### config.mk
export PLATFORM = sky130hd
export DESIGN_NAME = traffic_sensor_conditioner
export DESIGN_NICKNAME = d
export VERILOG_FILES = /design/src/rtl/traffic_sensor_conditioner.sv
export SDC_FILE = /design/constraint.sdc
export NUM_CORES = 1
export LEC_CHECK = 0
export CAP_MARGIN = 30
export CORE_UTILIZATION = 45
export CTS_CLUSTER_DIAMETER = 30
export DETAILED_ROUTE_END_ITERATION = 8
export PLACE_DENSITY = 0.61
export SLEW_MARGIN = 20
export SYNTH_ARGS = -nofsm -noshare
export SYNTH_HDL_FRONTEND = slang
export SYNTH_SLANG_ARGS = --single-unit
### constraint.sdc
create_clock -name clk -period 3.46 [get_ports clk]
set_input_delay 0.692 -clock clk [delete_from_list [all_inputs] [get_ports clk]]
set_output_delay 0.692 -clock clk [all_outputs]
set_load 0.005 [all_outputs]
### src/rtl/traffic_sensor_conditioner.sv
//==============================================================================
// Module   : traffic_sensor_conditioner
// Purpose  : Front end for the traffic-light controller. Synchronizes and
//            debounces the raw road sensors, generates the one-cycle step
//            enable (tick) that paces the controller FSM on the fast clock,
//            and presents sensor values held constant for a whole tick period.
//
// Ports    : clk       in   system clock
//            reset     in   asynchronous, active-high reset
//            sa_raw    in   raw road-A sensor (asynchronous, may bounce)
//            sb_raw    in   raw road-B sensor (asynchronous, may bounce)
//            tick      out  one-cycle pulse, once every TICK_DIV cycles
//            sa        out  road-A traffic present, held for the tick period
//            sb        out  road-B traffic present, held for the tick period
//            sa_clean  out  live debounced road-A sensor (status/debug)
//            sb_clean  out  live debounced road-B sensor (status/debug)
//
// Parameters: TICK_DIV   clk cycles per tick period (>= 2)
//             DEB_CYCLES stable synchronized cycles to accept a change (>= 1)
//
// Build option: SENSOR_STICKY_EN
//            Defined   -> a sensor seen clean-high at any point in a window is
//                         reported on sa/sb for the whole next period.
//            Undefined -> sa/sb sample the debounced sensor on the latch edge.
//
// Revision : 1.0  initial release
//==============================================================================
`default_nettype none

module traffic_sensor_conditioner #(
    parameter int TICK_DIV   = 200000000,
    parameter int DEB_CYCLES = 16
) (
    input  logic clk,
    input  logic reset,
    input  logic sa_raw,
    input  logic sb_raw,
    output logic tick,
    output logic sa,
    output logic sb,
    output logic sa_clean,
    output logic sb_clean
);

    localparam int TW = $clog2(TICK_DIV);
    localparam int DW = $clog2(DEB_CYCLES) + 1;

    localparam logic [TW-1:0] TICK_LAST = TW'(TICK_DIV - 1);
    localparam logic [DW-1:0] DEB_LAST  = DW'(DEB_CYCLES - 1);

    // Elaboration-time guard on the legal parameter range.
    if (TICK_DIV < 2) begin : g_bad_tick_div
        $error("traffic_sensor_conditioner: TICK_DIV must be >= 2");
    end
    if (DEB_CYCLES < 1) begin : g_bad_deb_cycles
        $error("traffic_sensor_conditioner: DEB_CYCLES must be >= 1");
    end

    //--------------------------------------------------------------------------
    // Tick generator: free-running modulo-TICK_DIV counter. The tick flop is
    // loaded on the same edge the counter wraps, so tick is high in the cycle
    // following the TICK_DIV-th edge after reset release.
    //--------------------------------------------------------------------------
    logic [TW-1:0] tick_cnt_q;
    logic [TW-1:0] tick_cnt_d;
    logic          tick_q;
    logic          tick_d;

    always_comb begin
        tick_cnt_d = tick_cnt_q + TW'(1);
        tick_d     = 1'b0;
        if (tick_cnt_q == TICK_LAST) begin
            tick_cnt_d = '0;
            tick_d     = 1'b1;
        end
    end

    always_ff @(posedge clk or posedge reset) begin
        if (reset) begin
            tick_cnt_q <= '0;
            tick_q     <= 1'b0;
        end else begin
            tick_cnt_q <= tick_cnt_d;
            tick_q     <= tick_d;
        end
    end

    assign tick = tick_q;

    //--------------------------------------------------------------------------
    // Per-sensor path: index 0 is road A, index 1 is road B. The two lanes are
    // fully independent and may change, debounce and latch on the same edge.
    //--------------------------------------------------------------------------
    logic [1:0] raw_w;
    logic [1:0] clean_w;
    logic [1:0] held_w;

    assign raw_w = {sb_raw, sa_raw};

    for (genvar i = 0; i < 2; i++) begin : g_sensor
        logic          s1_q;
        logic          s2_q;
        logic          clean_q;
        logic          clean_d;
        logic [DW-1:0] deb_cnt_q;
        logic [DW-1:0] deb_cnt_d;
        logic          held_q;
        logic          held_d;

        // Debounce: count consecutive cycles where the synchronized level
        // disagrees with the accepted one. Any agreement restarts the run.
        always_comb begin
            clean_d   = clean_q;
            deb_cnt_d = deb_cnt_q + DW'(1);
            if (s2_q == clean_q) begin
                deb_cnt_d = '0;
            end else if (deb_cnt_q == DEB_LAST) begin
                clean_d   = s2_q;
                deb_cnt_d = '0;
            end
        end

`ifdef SENSOR_STICKY_EN
        // Sticky flag remembers any clean-high seen during the window. On the
        // latch edge the live clean value is OR-ed in as well, since the flag
        // itself only reflects edges before this one.
        logic flag_q;
        logic flag_d;

        always_comb begin
            flag_d = flag_q | clean_q;
            held_d = held_q;
            if (tick_d) begin
                held_d = flag_q | clean_q;
                flag_d = 1'b0;
            end
        end

        always_ff @(posedge clk or posedge reset) begin
            if (reset) begin
                flag_q <= 1'b0;
            end else begin
                flag_q <= flag_d;
            end
        end
`else
        // Without the sticky flag the held output is a plain sample of the
        // debounced sensor; a car present only mid-window is not reported.
        always_comb begin
            held_d = held_q;
            if (tick_d) begin
                held_d = clean_q;
            end
        end
`endif

        always_ff @(posedge clk or posedge reset) begin
            if (reset) begin
                s1_q      <= 1'b0;
                s2_q      <= 1'b0;
                clean_q   <= 1'b0;
                deb_cnt_q <= '0;
                held_q    <= 1'b0;
            end else begin
                s1_q      <= raw_w[i];
                s2_q      <= s1_q;
                clean_q   <= clean_d;
                deb_cnt_q <= deb_cnt_d;
                held_q    <= held_d;
            end
        end

        assign clean_w[i] = clean_q;
        assign held_w[i]  = held_q;
    end

    assign sa_clean = clean_w[0];
    assign sb_clean = clean_w[1];
    assign sa       = held_w[0];
    assign sb       = held_w[1];

endmodule

`default_nettype wire

**Word-level counts from Yosys, hierarchy flattened**

Cells that the tools add are included.

- Add/subtract/negate cells: 3
- $mul: 0
- Div/mod/pow operators: 0
- Order comparisons: 0
- Equality and inequality tests: 5
- Shifts and indexed selects: 0
- Muxes and demuxes: 6
- Bitwise logic cells: 2
- Reduce and logical (&&, ||, !) cells: 2

Operators with widths:

| operator | number |
|---|---|
| $add 28x1->28 const B | 1 |
| $eq 28x28->1 const B | 1 |
| $mux 28 | 1 |
| $mux 5 | 4 |
| $add 5x1->5 const B | 2 |
| $eq 5x4->1 const B | 2 |
| $reduce_and 2->1 | 2 |
| $eq 1x1->1 | 2 |
| $not 1->1 | 2 |
| $mux 1 | 1 |

- Register bits: 47
- Latch bits: 0
- Memory bits (writable): 0
- Bits in read-only memories: 0
- Bits of input ports: 4
- Output and inout bits: 5
- Logic and storage cells: 30
- Memories kept: 0

**Longest topological paths before layout**

- Depth after elaboration: 3
- Depth in mapped cells: 7
- Gate-level depth less buffers: 6

**Worst setup path before layout**

Ideal clock, no wire load.

- Path kind: flip-flop to flip-flop
- Start point: register tick_cnt_q[13]
- End point: register g_sensor[0].held_q, in the netlist sa
- Setup time: 125 ps
- Data arrival time: 1800 ps
- Required time: 3335 ps
- Slack: 1535 ps
- Stages on the path, launching flop included: 6
- Buffers on the path: 0
- Clock period less this slack: 1925 ps
- Path through: dfrtp_1 > or4_4 > nor3_4 > nand2_4 > nor2_8 > mux2_4

- Cells in the longest elaborated chain, start to end: 2

Ends and longest elaborated chain:

| what | line | text |
|---|---|---|
| from (decl) | 64 | `logic [TW-1:0] tick_cnt_q;` |
| from (signal assigned) | 83 | `tick_cnt_q <= tick_cnt_d;` |
| $eq 28x28->1 | 72 | `if (tick_cnt_q == TICK_LAST) begin` |
| $mux 1 | 72 |  |
| to (signal assigned) | 169 | `held_q <= held_d;` |
| to (decl) | 107 | `logic held_q;` |

Every way passes these cells.
A chain may end at the register's enable or synchronous reset.

**Final worst setup path**

- Start point: register tick_cnt_q[10]
- End point: register g_sensor[1].held_q, in the netlist sb

- Cells in the longest elaborated chain, start to end: 2

Ends and longest elaborated chain:

| what | line |
|---|---|
| $eq 28x28->1 | 72 |
| $mux 1 | 72 |
| to (signal assigned) | 169 |
| to (decl) | 107 |

Every way passes these cells.

==> metrics.txt <==
largest net degree at the start of global routing=28; Critical Path AT=2330 ps; Reg power frac=a little under three fifths; gr busiest metal=met2; H-tree Lvls=2; post-CTS sizing=0; IO Count=9; # setup viols final=0; setup TNS=0 ps; Critical Path, Cell by Cell=or4b_1 > nor3_4 > nand2_4 > nor2_8 > mux2_4; DP HPWL=2570 um; area delta synth->final=11.9%; DR pass1 iterations=4; worst slew pin tran=717 ps; hold crit path type=reg -> reg; CTS tree=yes; clock-pin slew on the worst setup and hold paths=~90 ps; Internal Pwr Total=approximately 0.78 mW; 1st-iter DRT viols=just over 60; Yosys warning count=0; met3 Use GR=4.91%; slowest CP cell=or4b_1; status=completed; power share of the clock group=around 40%; Worst-Skew Late Latency=300 ps; Mean Syn Cell Area=approximately 11 um^2; Pins Over Slew Limit=0; Max VDD drop=about 0.00018 V; Syn Nets=200; core area=roughly 4400 um^2; Final period util=about three fifths; Nets=214; Die Y=70.3 um; LEAKAGE=about 1.1 nW; Post-synth EDFFs=0; Worst Clk Skew=6.00 ps; Fin. Hold Viols=0; layout cell share with drive strength beyond 1=9.13%; number of synthesized register bits=47; DRC viols=0; initial antenna violation count=0; gpl congestion=between 0.8 and 0.9; worst endpoint required time=3650 ps; sw frac=20.5%; Max Cap Violations=0; Routed wire per std cell=14.1 um; Top FF cell, synth=dfrtp_1; Die Wd=between 70 and 80 um; unrepaired setup endpoints after global routing=no; Buf/Inv on CP=0; Buffers on Ports=8; CTS Buf Count=5; ys async rst share=100%; max_slew headroom=51.9%; Min Hold Slack=353 ps; worst-case clock buffer depth=2; Worst setup SP type=register; Net Sw Power=0.202 mW; initial core utilization=47.6%; Seq/Total Area, Yosys=about 56%; number of routed nets with antenna violations=0; Critical Path Max Stage Delay=590 ps; first-pass GRT wire length=6440 um; clk root buf=clkbuf_8; Final Power=approximately 0.98 mW; Max FO, Critical Path=16; Mapped Area=2100 um^2; met2 usage=between 20% and 30%; Fmax=467 MHz; Congestion Overflow GR=0; Comb power frac=2.6%; Fillers=380; hold bufs inserted after CTS=0; fin crit period=2140 ps; unique cell type count in the Yosys netlist=32; Sinks on Clock Net=47; Setup Fix Bufs, Post-CTS=0; pwr/cell area=418 nW/um^2; num rows=24; via count=1,406; Top delay family on crit path=simple AND/OR/NAND/NOR gates; Die Area=4940 um^2; vias per cell=5.41; Setup Crit Path Kind=reg -> reg; vias in the first global route=1,400; met1 Usage GRT=22.6%; Antenna Cells=0; Post-Synthesis Cells=193; CP Capture Type=register; gr usage total=16.8%; wirelength, routed=3670 um
-- per-stage QoR --
step,util [%],cells,instance area [um^2],setup slack [ps]
floorplan,-,193,2100,1530
global placement,50.7,252,2240,1370
detailed placement,50.7,252,2240,1320
CTS,53.2,260,2350,1310
global route,53.2,260,2350,1200
finish,53.2,260,2350,1320
-- state kept, by name, indices dropped and copies added (netlist names) --
signal	count
g_sensor.deb_cnt_q	10
g_sensor.s1_q	2
g_sensor.s2_q	2
sa	1
sa_clean	1
sb	1
sb_clean	1
tick	1
tick_cnt_q	28
-- routing by layer --
layer | routed length [um] | part of all wire, %
met1 | 1820 | 50
met3 | 153 | 4.2
met5 | 0 | 0
met4 | 97 | 2.6
met2 | 1600 | 43
-- worst register-to-register path: cells and delay by family (launching register included) --
kind / cells / cell delay [ps]
simple gates: 4 / 1290
flops: 1 / 420
mux: 1 / 330
-- cell families after synthesis --
| group | synth area share (%) |
|---|---|
| flip-flops | 56.0 |
| buffers and inverters | 1.61 |
| XOR/XNOR | 10.8 |
| AND/OR/NAND/NOR | 23.1 |
| AO/OA/AOI/OAI | 4.11 |
| adder cells (fa/ha/maj) | 1.79 |
| multiplexers | 2.50 |
-- power by group through the flow --
| stage | clock [mW] | sequential, mW | combinational (mW) |
|---|---|---|---|
| after global routing | 0.436 | 0.563 | 0.0304 |
| after detailed placement | 0 | 0.573 | 0.0264 |
| after global placement | 0 | 0.572 | 0.0252 |
| final | 0.396 | 0.562 | 0.0256 |
| after CTS | 0.406 | 0.562 | 0.0268 |
| after floorplan | 0 | 0.572 | 0.0175 |
-- Yosys cell counts (all sizes together) (2+ instances only) --
cell type | n | area, um^2
a21oi | 3 | 15.0
and2 | 3 | 18.8
and3 | 6 | 37.5
dfrtp | 47 | 1180
ha | 3 | 37.5
inv | 5 | 18.8
mux2 | 4 | 52.6
nand2 | 14 | 60.1
nand2b | 2 | 12.5
nand3 | 14 | 70.1
nand4 | 9 | 56.3
nor2 | 28 | 121
nor3 | 6 | 41.3
nor4 | 3 | 25.0
o21ai | 10 | 50.1
xnor2 | 8 | 70.1
xor2 | 18 | 158
-- final timing paths --
kind,start,end,slack [ps],depth (start not counted)
min in group asynchronous,reset,sb_clean,720,2
min,g_sensor[1].s1_q,g_sensor[1].s2_q,350,0
min reg2reg,g_sensor[1].s1_q,g_sensor[1].s2_q,350,0
max reg2reg,tick_cnt_q[10],sb,1320,5
max in group asynchronous,reset,g_sensor[0].deb_cnt_q[0],2000,3
max,tick_cnt_q[10],sb,1320,5
-- layout by cell type (no fill, tap or decap), drive strengths merged, types with 4 or more instances in the layout --
cell / count
nor2: 28
nand3: 14
dfrtp: 47
mux2: 4
nand4: 9
nand2: 14
nor3: 6
clkdlybuf4s50: 8
xnor2: 8
clkbuf: 5
inv: 4
xor2: 18
o21ai: 10
and3: 6
-- area by class of cell --
type,count,area (um^2),share of cell area (%)
Sequential cell,47,1180,50.1
Inverter,5,18.8,0.799
Clock buffer,5,68.8,2.93
Timing Repair Buffer,9,87.6,3.73
Clock inverter,3,43.8,1.86
Tap cell,52,65.1,2.77
Multi-Input combinational cell,139,890,37.9
Power figures use the tool's default switching activity.
